`config.mk`:
```
export PLATFORM = sky130hd
export DESIGN_NAME = uart_rx_flat
export DESIGN_NICKNAME = d
export VERILOG_FILES = /design/src/rtl/uart_rx_if.sv /design/src/rtl/uart_rx.sv /design/src/flat_wrapper.sv
export SDC_FILE = /design/constraint.sdc
export NUM_CORES = 1
export LEC_CHECK = 0
export CAP_MARGIN = 40
export CORE_UTILIZATION = 55
export DETAILED_ROUTE_END_ITERATION = 6
export PLACE_DENSITY = 0.83
export SLEW_MARGIN = 20
export SYNTH_ARGS = -nofsm -noshare
export SYNTH_HDL_FRONTEND = slang
export SYNTH_SLANG_ARGS = --single-unit
```
`constraint.sdc`:
```
create_clock -name clk -period 3.5 [get_ports clk]
set_clock_uncertainty 0.05 [all_clocks]
set_input_delay 0.525 -clock clk [delete_from_list [all_inputs] [get_ports clk]]
set_output_delay 0.525 -clock clk [all_outputs]
set_load 0.02 [all_outputs]
```
`src/rtl/uart_rx_if.sv`:
```
// Byte hand-off from uart_rx to its consumer: valid/ready with a one-entry holding register.
interface uart_rx_if;
    logic [7:0] rx_data;
    logic       rx_valid;
    logic       rx_ready;

    modport master (output rx_data, output rx_valid, input rx_ready);
    modport slave  (input rx_data, input rx_valid, output rx_ready);
endinterface

```
`src/rtl/uart_rx.sv`:
```
// 16x-oversampled UART receiver, 8N1 by default; define UART_RX_PARITY_EN for 8E1.
// Delivers bytes through a one-entry holding register and pulses frame/parity/overrun errors.
module uart_rx #(
    parameter int unsigned DIVISOR = 27
) (
    input  logic      clk,
    input  logic      reset_n,
    input  logic      rxd,
    uart_rx_if.master rx,
    output logic      frame_err,
    output logic      overrun,
    output logic      parity_err,
    output logic      busy
);
    localparam int unsigned      DIV_W    = $clog2(DIVISOR);
    localparam logic [DIV_W-1:0] DIV_LAST = DIV_W'(DIVISOR - 1);

`ifdef UART_RX_PARITY_EN
    typedef enum logic [2:0] {IDLE, START, DATA, PARITY, STOP} state_t;
`else
    typedef enum logic [2:0] {IDLE, START, DATA, STOP} state_t;
`endif

    state_t           state;
    logic             sync_1;
    logic             rxs;
    logic             rxs_d;
    logic [DIV_W-1:0] div_cnt;
    logic [3:0]       sub_cnt;
    logic             tick;
    logic             sample;
    logic             start_edge;
    logic [7:0]       shift;
    logic [2:0]       bit_idx;
`ifdef UART_RX_PARITY_EN
    logic             par_bad;
`endif

    always_ff @(posedge clk or negedge reset_n) begin
        if (!reset_n) begin
            sync_1 <= 1'b1;
            rxs    <= 1'b1;
            rxs_d  <= 1'b1;
        end else begin
            sync_1 <= rxd;
            rxs    <= sync_1;
            rxs_d  <= rxs;
        end
    end

    assign start_edge = (state == IDLE) && !rxs && rxs_d;
    assign tick       = (div_cnt == DIV_LAST);
    // sub_cnt==7 on a tick marks ticks 8, 24, 40, ... after start detection: bit centres
    assign sample     = tick && (sub_cnt == 4'd7);

    always_ff @(posedge clk or negedge reset_n) begin
        if (!reset_n) begin
            div_cnt <= '0;
            sub_cnt <= '0;
        end else if (start_edge) begin
            div_cnt <= '0;
            sub_cnt <= '0;
        end else if (tick) begin
            div_cnt <= '0;
            sub_cnt <= sub_cnt + 4'd1;
        end else begin
            div_cnt <= div_cnt + 1'b1;
        end
    end

    always_ff @(posedge clk or negedge reset_n) begin
        if (!reset_n) begin
            state       <= IDLE;
            busy        <= 1'b0;
            shift       <= '0;
            bit_idx     <= '0;
            rx.rx_data  <= '0;
            rx.rx_valid <= 1'b0;
            frame_err   <= 1'b0;
            overrun     <= 1'b0;
`ifdef UART_RX_PARITY_EN
            par_bad     <= 1'b0;
            parity_err  <= 1'b0;
`endif
        end else begin
            frame_err <= 1'b0;
            overrun   <= 1'b0;
`ifdef UART_RX_PARITY_EN
            parity_err <= 1'b0;
`endif
            // A completing byte below overrides this clear, keeping valid high across the transfer
            if (rx.rx_valid && rx.rx_ready)
                rx.rx_valid <= 1'b0;

            case (state)
                IDLE: begin
                    if (start_edge) begin
                        state <= START;
                        busy  <= 1'b1;
                    end
                end
                START: begin
                    if (sample) begin
                        if (!rxs) begin
                            state   <= DATA;
                            bit_idx <= '0;
`ifdef UART_RX_PARITY_EN
                            par_bad <= 1'b0;
`endif
                        end else begin
                            state <= IDLE;
                            busy  <= 1'b0;
                        end
                    end
                end
                DATA: begin
                    if (sample) begin
                        shift   <= {rxs, shift[7:1]};
                        bit_idx <= bit_idx + 3'd1;
                        if (bit_idx == 3'd7) begin
`ifdef UART_RX_PARITY_EN
                            state <= PARITY;
`else
                            state <= STOP;
`endif
                        end
                    end
                end
`ifdef UART_RX_PARITY_EN
                PARITY: begin
                    if (sample) begin
                        par_bad <= (rxs != ^shift);
                        state   <= STOP;
                    end
                end
`endif
                STOP: begin
                    if (sample) begin
                        state <= IDLE;
                        busy  <= 1'b0;
                        if (!rxs) begin
                            frame_err <= 1'b1;
`ifdef UART_RX_PARITY_EN
                        end else if (par_bad) begin
                            parity_err <= 1'b1;
`endif
                        end else if (rx.rx_valid && !rx.rx_ready) begin
                            overrun <= 1'b1;
                        end else begin
                            rx.rx_data  <= shift;
                            rx.rx_valid <= 1'b1;
                        end
                    end
                end
                default: begin
                    state <= IDLE;
                    busy  <= 1'b0;
                end
            endcase
        end
    end

`ifndef UART_RX_PARITY_EN
    assign parity_err = 1'b0;
`endif

endmodule

```
`src/flat_wrapper.sv`:
```
// flat-port wrapper written by rule: the top's interface ports become plain ports
module uart_rx_flat 
#(
    parameter int unsigned DIVISOR = 27
)
  (clk, reset_n, rxd, frame_err, overrun, parity_err, busy, rx_rx_data, rx_rx_valid, rx_rx_ready);
  uart_rx_if rx_i ();
  input  logic clk;
  input  logic reset_n;
  input  logic rxd;
  output logic frame_err;
  output logic overrun;
  output logic parity_err;
  output logic busy;
  output wire logic [$bits(rx_i.rx_data)-1:0] rx_rx_data;
  output wire logic [$bits(rx_i.rx_valid)-1:0] rx_rx_valid;
  input wire logic [$bits(rx_i.rx_ready)-1:0] rx_rx_ready;
  assign rx_rx_data = rx_i.rx_data;
  assign rx_rx_valid = rx_i.rx_valid;
  assign rx_i.rx_ready = rx_rx_ready;
  uart_rx #(.DIVISOR(DIVISOR)) u_core (.clk(clk), .reset_n(reset_n), .rxd(rxd), .rx(rx_i), .frame_err(frame_err), .overrun(overrun), .parity_err(parity_err), .busy(busy));
endmodule
```
Word-level counts from Yosys, hierarchy flattened
Index checks and enable logic that the tools add are counted.
W data, S select, Z words.
{"block": "classes", "add_sub_neg": 3, "n_reduce_logical": 15, "eq_ne": 13, "bitwise_logic": 2, "n_mux": 32}
{"op": "$mux W3", "count": 8}
{"op": "$mux W1", "count": 16}
{"op": "$ne A2 B1 Y1 const B", "count": 6}
{"op": "$pmux W3 S4", "count": 1}
{"op": "$mux W5", "count": 2}
{"op": "$reduce_and A5 Y1", "count": 2}
{"op": "$mux W4", "count": 2}
{"op": "$reduce_and A4 Y1", "count": 2}
{"op": "$eq A3 B2 Y1 const B", "count": 2}
{"op": "$pmux W3 S2", "count": 1}
{"op": "$add A5 B1 Y5 const B", "count": 1}
{"op": "$eq A5 B5 Y1 const B", "count": 1}
{"op": "$logic_and A1 B1 Y1", "count": 5}
{"op": "$add A4 B1 Y4 const B", "count": 1}
{"op": "$eq A4 B3 Y1 const B", "count": 1}
{"op": "$pmux W1 S4", "count": 1}
{"op": "$reduce_bool A2 Y1", "count": 2}
{"op": "$add A3 B1 Y3 const B", "count": 1}
{"op": "$eq A3 B1 Y1 const B", "count": 1}
{"op": "$eq A3 B3 Y1 const B", "count": 1}
{"op": "$logic_not A3 Y1", "count": 1}
{"op": "$logic_not A1 Y1", "count": 2}
{"op": "$mux W2", "count": 1}
{"op": "$ne A2 B2 Y1 const B", "count": 1}
{"op": "2 further kinds", "count": 3}
{"block": "word_totals", "word_cells": 78, "register_bits": 38, "inputBits": 4}

Longest topological paths before layout
Gate-level depths: netlist of run 1.
{"block": "depth", "depth_word": 6, "mapped_depth": 7, "mapped_depth_nobuf": 5}

Worst setup path after synthesis of run 1
OpenSTA, ideal clock, no wires.
{"block": "synth_timing", "path_kind": "flip-flop to flip-flop", "start": "reg u_core.div_cnt[0]", "end": "reg u_core.shift[0]", "path_stages_with_launch": 8, "required_ns": 3.325, "n_path_buf": 2, "period_less_slack_ns": 1.811, "path_slack_ns": 1.689, "t_arrival_ns": 1.636, "path_cell_list": "dfrtp_1 -> inv_1 -> ha_1 -> and4b_1 -> clkbuf_2 -> and3_1 -> buf_4 -> mux2_2"}
{"block": "synth_via", "elab_chain_cells": 3}
{"element": "from (decl)", "line": "uart_rx.sv:28", "rtl": "logic [DIV_W-1:0] div_cnt;"}
{"element": "from (signal assigned)", "line": "uart_rx.sv:67", "rtl": "div_cnt <= div_cnt + 1'b1;"}
{"element": "$eq A5 B5 Y1", "line": "uart_rx.sv:52", "rtl": "assign tick = (div_cnt == DIV_LAST);"}
{"element": "$logic_and A1 B1 Y1", "line": "uart_rx.sv:54", "rtl": "assign sample = tick && (sub_cnt == 4'd7);"}
{"element": "$reduce_and A2 Y1 (no line)"}
{"element": "to (signal assigned)", "line": "uart_rx.sv:118", "rtl": "shift <= {rxs, shift[7:1]};"}
{"element": "to (decl)", "line": "uart_rx.sv:33", "rtl": "logic [7:0] shift;"}
Every way passes these cells.
A chain may end at the register's enable or synchronous reset.

Final worst setup path of run 1
{"block": "layout_timing", "start": "reg u_core.div_cnt[0]", "end": "reg u_core.shift[6]"}
The elaborated chain is that of the path after synthesis.

==> results.md, run 1 <==
Clock network:
- The clock net sink count is 37.
- The number of gates resized after CTS is 0.
- The tree is rooted in a clkbuf_4.
- TritonCTS built the clock tree.
- For the worst-skew pair, the clock arrives at the later sink with an insertion delay of 330 ps.
- The number of H-tree levels is 2.
- Buffers inserted during clock tree synthesis total 5.
- After clock tree synthesis, the flow added hold-fix buffers numbering 0.
- The clock-pin slew on the worst setup and hold paths is approximately 100 ps.
- Once the clock tree was built, the setup fixing pass inserted 0 buffers.
- The maximum count of clock buffers along a single path is 2.

Die:
- The total area inside the core boundary comes to around 2800 um2.
- The overall die width is around 56 um.
- The area of the die is between 3000 and 4000 um2.
- The total I/O pin count is 17.
- In this run the core area contains 19 standard-cell rows.
- The starting density of the core is 58.21%.
- The die span in y is 56.03 um.

Routing:
- Once detail routing completed, the nets flagged for antenna violations numbered 0.
- In the final routed layout, each cell accounts on average for ~14 um.
- The detailed router placed around 1000 vias in this run.
- Wires add up to 2529 um.
- The mean number of vias per cell is a little under 6.
- The DRC violation count after routing is 0.
- The first detailed-routing pass ran for 4 iterations.
- For this block, the initial DRC count from the detailed router was 23.

STA:
- For this run, the top clock speed supported by timing is between 0.4 and 0.5 GHz.
- After routing, the total negative slack on setup checks comes to 0 ps.
- The final hold slack is 318.2 ps.
- At the pin with the least slew margin, the transition time is just under 600 ps.
- Setup violations remaining at the end of the flow were counted as 0.
- Measured against its own limit, the worst slew margin works out to approximately three fifths.
- Setup repair after global routing left no endpoint under its margin.
- The max-slew violation count was 0.
- The hold violation count in the final report is 0.
- The shortest period the worst path allows is 2118 ps.
- The final critical path takes up between 60% and 70% of the cycle.

Logic synthesis:
- The warning count from the yosys run is 0.
- Synthesis produced between 100 and 150 cells.
- The average instance area after synthesis is 12.84 um2.
- After synthesis, the netlist uses 31 different library cells.
- Counting every net in the synthesized netlist gives about 130.
- The area of the mapped netlist is 1605 um2.
- Sequential elements use 57.91% of the synthesized area.
- Synthesis inferred 37 register bits.

Cells and area:
- In the final layout, the share of cells above drive strength 1 is 22.07%.
- The fill cell total of the finished layout is 226.
- The final-stage net count is roughly 150.
- Summing all non-filler instances in the final layout gives an area of roughly 1800 um2.
- From synthesis to final layout, the design area changed by 14.65%.
- The final instance count without filler cells is roughly 180.
- The library cells used most frequently in the layout, excluding fill and tap cells, are 34 x dfrtp_1, 17 x mux2_2, 15 x clkdlybuf4s50_1.
- The leading cell type in the layout, fill and taps excluded is dfrtp_1.
- The number of antenna repair diodes is 0.

Worst setup path:
- The data arrival time at the worst-slack endpoint is roughly 2300 ps.
- The critical path's slowest cell is and3_1.
- The nature of the critical path endpoint is a flop.
- The critical path is of the reg2reg type.
- Data on the critical path is required at its endpoint by ~3700 ps.
- The startpoint type of the worst setup path is a flop.
- Of all nets on the critical path, the largest fanout is 11.
- The worst stage delay on the critical path is between 500 and 600 ps.
- The critical path goes through inv_1 -> ha_1 -> and4b_1 -> and3_1 -> mux2_2.

Pwr:
- Cell internal power was estimated by the tool at around 0.00064 W.
- Of the total power, the share spent switching nets is between 20 and 30%.
- The sequential power share is between 50 and 60%.
- For this design the ratio of total power to cell area is 487.6 nW/um2.
- The net switching power is approximately 0.00026 W.
- The total chip power is 0.0008975 W.
- Combinational logic is responsible for 15.6% of the overall power.
- VDD sags by at most around 350 uV.
- The clock network is responsible for between 20% and 30% of the overall power.
- The leakage power is approximately 0.85 nW.

Global route:
- The initial antenna violation count came to 0.
- The via count of the first global-routing pass was ~1000.
- The aggregate global-route resource usage is 17.54%.
- The maximum number of pins on one net before global-route repair is 38.
- The remaining global-route overflow is 0.
- The first global-routing pass estimated 4215 um of wire.

Placement:
- In this run the cell area measured after placement is about 1800 um2.
- The final weighted congestion of routability-driven global placement is between 0.7 and 0.8.
- The count of port buffers added during placement is 15.
- Once detailed placement completed, the half-perimeter wirelength came to around 1700 um.
- The number of cells after detailed placement is 168.

Status:
- The flow ran to the end, and the final reports show no timing, DRC or antenna violations.

Min path:
- The path class of the tightest hold or removal check is reg2reg.

Flow run:
- The max-cap check violation count is 0.
-- final timing paths --
kind | from | end | slack, ps | cells past startpoint
max | u_core.div_cnt[0] | u_core.shift[6] | 1380 | 5
min | u_core.sync_1 | u_core.rxs | 320 | 0
max reg2reg | u_core.div_cnt[0] | u_core.shift[6] | 1380 | 5
min reg2reg | u_core.sync_1 | u_core.rxs | 320 | 0
max in group asynchronous | reset_n | u_core.sync_1 | 2510 | 2
min in group asynchronous | reset_n | u_core.rx.rx_valid | 540 | 2
-- metal layers --
layer | part of all wire (%) | up-vias | GRT usage, %
li1 | - | 484 | -
met1 | 43 | 516 | 20.51
met2 | 50 | 37 | 30.44
met3 | 5.2 | 11 | 5.116
met4 | 1.9 | 0 | 6.620
met5 | 0 | - | 0
-- metrics by stage --
step	worst slack, ps	utilization (%)
finish	1382	66.74
global route	1238	66.74
CTS	1321	66.74
detailed placement	1232	64.47
global placement	1322	64.47
floorplan	1689	-
-- cell usage after synthesis (all sizes together) --
| library cell | instances | share of area, % |
|---|---|---|
| buf | 2 | 0.94 |
| dfrtp | 34 | 53 |
| nor2 | 7 | 1.6 |
| nand3 | 3 | 0.94 |
| or4b | 1 | 0.62 |
| clkbuf | 2 | 0.55 |
| and4b | 1 | 0.62 |
| dfstp | 3 | 4.9 |
| and3 | 2 | 0.78 |
| nand2b | 2 | 0.78 |
| ha | 5 | 3.9 |
| nor3b | 1 | 0.47 |
| nand4b | 2 | 2.0 |
| a21oi | 6 | 1.9 |
| inv | 6 | 1.4 |
| nand3b | 1 | 0.47 |
| nor3 | 3 | 0.94 |
| xor2 | 2 | 1.1 |
| conb | 1 | 0.23 |
| o31ai | 4 | 1.9 |
| o21ai | 3 | 0.94 |
| and4bb | 1 | 0.78 |
| xnor2 | 2 | 1.1 |
| mux2 | 17 | 12 |
| o31a | 1 | 0.55 |
| or3 | 3 | 1.2 |
| nor4b | 1 | 1.5 |
| nand2 | 6 | 1.4 |
| a221oi | 3 | 1.6 |
-- kinds of logic after synthesis --
kind of cell	synth area share, %
DFF	57.91
and+or+nand+nor	14.11
AOI/OAI and AO/OA	6.859
muxes	11.92
buffers and inverters	2.883
adders and majority gates	3.897
xor gates and xnor gates	2.183
other	0.2336
-- sequential cells by signal (all words and copies together) (netlist names) --
signal / cells
u_core.busy: 1
u_core.frame_err: 1
u_core.rxs_d: 1
u_core.bit_idx: 3
u_core.rxs: 1
u_core.div_cnt: 5
u_core.sync_1: 1
u_core.state: 2
u_core.rx.rx_data: 8
u_core.sub_cnt: 4
u_core.overrun: 1
u_core.shift: 8
u_core.rx.rx_valid: 1
-- worst max-delay path, delay by kind of cell (launching register included) --
family / cells / cell delay, ps
simple gates: 2 / 880
flops: 1 / 420
mux: 1 / 390
fa+ha+maj: 1 / 210
buf+inv: 1 / 70
-- power by group through the flow --
stage / Combinational [W] / Sequential [W] / Clock (W)
floorplan: 0.000110 / 0.000527 / 0
global placement: 0.000136 / 0.000532 / 0
detailed placement: 0.000142 / 0.000535 / 0
CTS: 0.000143 / 0.000527 / 0.000238
global route: 0.000165 / 0.000534 / 0.000255
finish: 0.000140 / 0.000527 / 0.000231
-- layout make-up --
class	instances	area (um2)	area share, %
timing repair buffer	16	157.7	8.566
tap	31	38.79	2.107
clock buffer	7	55.05	2.991
inverter	6	22.52	1.224
clock inverter	1	7.507	0.4079
sequential	37	929.6	50.51
multi-input combinational	78	629.4	34.19
No activity file was read; power rests on OpenSTA's default activity.
==> inputs of run 2 (changes only) <==
--- a/config.mk
+++ b/config.mk
@@ -6,9 +6,9 @@
 export NUM_CORES = 1
 export LEC_CHECK = 0
 export CAP_MARGIN = 40
-export CORE_UTILIZATION = 55
+export CORE_UTILIZATION = 49
 export DETAILED_ROUTE_END_ITERATION = 6
-export PLACE_DENSITY = 0.83
+export PLACE_DENSITY = 0.78
 export SLEW_MARGIN = 20
 export SYNTH_ARGS = -nofsm -noshare
 export SYNTH_HDL_FRONTEND = slang
==> constraint.sdc (replaced) <==
create_clock -name clk -period 1.9 [get_ports clk]
set_clock_uncertainty 0.05 [all_clocks]
set_input_delay 0.285 -clock clk [delete_from_list [all_inputs] [get_ports clk]]
set_output_delay 0.285 -clock clk [all_outputs]
set_load 0.02 [all_outputs]
==> run 2 against run 1 <==
Effect of this change: die area rose by 12%; combinational power rose by 120%; cell count rose by 11%; global-route usage rose by 1.5 points; clock-buffer cell count did not move; core utilization fell by 4.0 points; first-iteration DRC count rose by 78%; final area rose by 4.9%; sequential power rose by 84%; sequential share of layout area fell by 2.4 points; non-clock buffer count rose by 6; largest power group unchanged.
==> results.md, run 2 (same netlist as run 1, synthesis figures left out) <==
Global route:
- The remaining global-route overflow is 0.
- The maximum number of pins on one net before global-route repair is 38.
- The via count of the first global-routing pass came to ~1000.
- The global-route wire length before repair is 4761 um.
- The aggregate global-route resource usage is a little under a fifth.
- The initial antenna violation count came to 0.

Cells and area:
- The final-stage net count is about 160.
- In the layout the commonest cells are 34 x dfrtp_1, 17 x mux2_2, 15 x clkdlybuf4s50_1.
- The footprint of the multi-input gates is 631.9 um2.
- The largest registers in the layout are u_core.rx.rx_data (8), u_core.shift (8), u_core.div_cnt (5).
- The leading cell type in the layout, fill and taps excluded is dfrtp_1.
- The number of antenna diodes in the final layout is 0.
- The register cell area after layout is between 900 and 1000 um2.
- The post-route netlist has about a quarter of its cells at a drive strength greater than 1.
- Relative to the synthesized area, the layout overhead comes to 20.26%.
- The layout has ~240 filler cells.
- After routing the design area is around 1900 um2.

Placement:
- Routability-driven placement finished with a final weighted congestion of a little under 0.8.
- The estimated wirelength of the detail-placed design is approximately 2000 um.
- In this run the cell area measured after placement is 1832 um2.
- The count of port buffers added during placement is 15.

STA:
- After routing, the total negative slack on setup checks comes to 0 ps.
- The hold violation count in the final report was 0.
- Setup repair after global routing left no endpoint under its margin.
- The setup-violating endpoint count in the final report is 0.
- The final hold slack is 294.1 ps.
- The clock period could shrink to 1824 ps.
- The max-slew violation count is 0.
- The portion of the clock cycle consumed by the worst path in the final layout is 95.97%.
- For this run, the top clock speed supported by timing is roughly 0.55 GHz.

Pwr:
- Sequential cells burn 52.8% of the power.
- The clock network power share is ~30%.
- The internal portion of the total power is between 0.001 and 0.0015 W.
- The net switching power is just under 0.0005 W.
- Dividing total power by cell area gives a power density of ~950 nW/um2.
- The worst-case IR drop observed on VDD is approximately 600 uV.
- For this design the static power due to leakage is between 0.8 and 0.9 nW.
- The total chip power is around 0.0018 W.
- Net switching is 26.82% of the power.
- The combinational power share is approximately 17%.

Status:
- The flow ran to the end, and the final reports show no timing, DRC or antenna violations.

Flow run:
- The max-cap check violation count is 0.

Worst setup path:
- The endpoint of the worst-slack reg-to-reg timing path is u_core.rx.rx_data[6].
- Walking the worst path, the cells encountered are inv_1 -> ha_2 -> nand4b_4 -> nor4b_4 -> buf_6 -> mux2_2.
- On the critical path, the stage with the largest delay is an instance of dfrtp_1.
- At the worst endpoint, the arrival time is approximately 2000 ps.
- The worst-case reg-to-reg path depth is 6.
- The setup slack on the worst flop-to-flop path is around 76 ps.
- The critical path contains buffers and inverters numbering 2 combined.
- Data on the critical path is required at its endpoint by around 2100 ps.
- The total stage count of the critical path is 6.
- The maximum fanout along the worst path is 8.
- The worst setup path is of the reg2reg kind.
- The nature of the critical path endpoint is a flop.
- On the worst path, the slowest cell contributes a delay of 420 ps.
- The startpoint type of the worst setup path is a flop.
- The startpoint identified for the worst register-to-register timing path is u_core.div_cnt[0].
- The family with the most delay on the worst path is simple AND/OR/NAND/NOR gates.

Clock network:
- The clock net sink count is 37.
- The H-tree was split into 2 levels.
- The TritonCTS buffer count is 5.
- The TritonCTS clock tree is built.
- The number of hold buffers added after cts is 0.
- The maximum count of clock buffers along a single path is 2.
- The clock-pin slew on the worst setup and hold paths is around 100 ps.
- The insertion delay of the later-clocked pin in the worst-skew pair is approximately 340 ps.
- The clock tree root buffer cell is clkbuf_4.

Routing:
- After the first detailed-routing iteration, the DRC count stood at ~40.
- The mean number of vias per cell is roughly 5.4.
- The pre-antenna-repair detailed-routing pass consisted of 4 iterations.
- The DRC violation count after routing is 0.
- The post-route antenna net violation count is 0.
- The routed design has 2825 um of wire.
- The average wire per standard cell is around 14 um.
- For this block, the via count after detailed routing is about 1100.

Die:
- The die covers about 3500 um2.
- Pin placement for this block handled 17 I/O pins.
- The overall die width is between 50 and 60 um.
- The die span in y is 59.24 um.
- The starting density of the core is approximately 52%.
- The number of rows created at floorplan is 20.
- The core area is about 3100 um2.

Min path:
- The worst hold-check path type is in2async.
## run 2: cell types whose count changed in the layout (fill, tap and decap cells not counted)
cell	change
bufinv_16	+1
ha_2	+1
buf_4	+5
buf_6	+1
clkinvlp_4	-1
ha_1	-1
## run 2: metrics by stage
stage	std cells	worst slack (ps)	utilization, %
after CTS	194	5.526	62.28
after floorplan	125	89.19	-
final	195	76.48	62.72
after detailed placement	186	25.14	59.51
after global placement	186	91.58	59.51
after global routing	195	7.406	62.72
## run 2: routing by layer
metal	track usage, %	up-vias	wire, um
met5	0	-	0
met4	8.844	0	50
met3	6.550	5	132
met2	29.86	25	1361
met1	23.67	533	1280
li1	-	490	-
## run 2: layout make-up
class / count / area share [%]
clock buffers: 7 / 2.852
clock inverters: 1 / 1.555
inverters: 6 / 1.167
multi-input cells: 78 / 32.73
flip-flops and latches: 37 / 48.15
well taps: 44 / 2.852
repair buffers: 22 / 10.69
## run 2: worst max path at each step
stage	to	slack, ps	start
3_3_place_gp	u_core.rx.rx_data[4]	90	u_core.div_cnt[0]
2_1_floorplan	u_core.shift[0]	90	u_core.div_cnt[0]
6_report	u_core.rx.rx_data[6]	80	u_core.div_cnt[0]
3_5_place_dp	u_core.rx.rx_data[6]	30	u_core.div_cnt[0]
5_1_grt	u_core.rx.rx_data[5]	7	u_core.div_cnt[0]
4_1_cts	u_core.rx.rx_data[6]	6	u_core.div_cnt[0]
## run 2: timing repair
| item | 4_1_cts | 5_1_grt |
|---|---|---|
| setup endpoints to repair | 0 | 10 |
| gates resized for setup | 0 | 2 |
| setup buffers | 0 | 1 |
## run 2: power by group through the flow
stage / Combinational [W] / Sequential (W) / Clock, W
after global routing: 0.000346 / 0.000981 / 0.000605
final: 0.000306 / 0.000970 / 0.000559
after floorplan: 0.000203 / 0.000971 / 0
after detailed placement: 0.000285 / 0.000985 / 0
after global placement: 0.000269 / 0.000977 / 0
after CTS: 0.000288 / 0.000969 / 0.000578
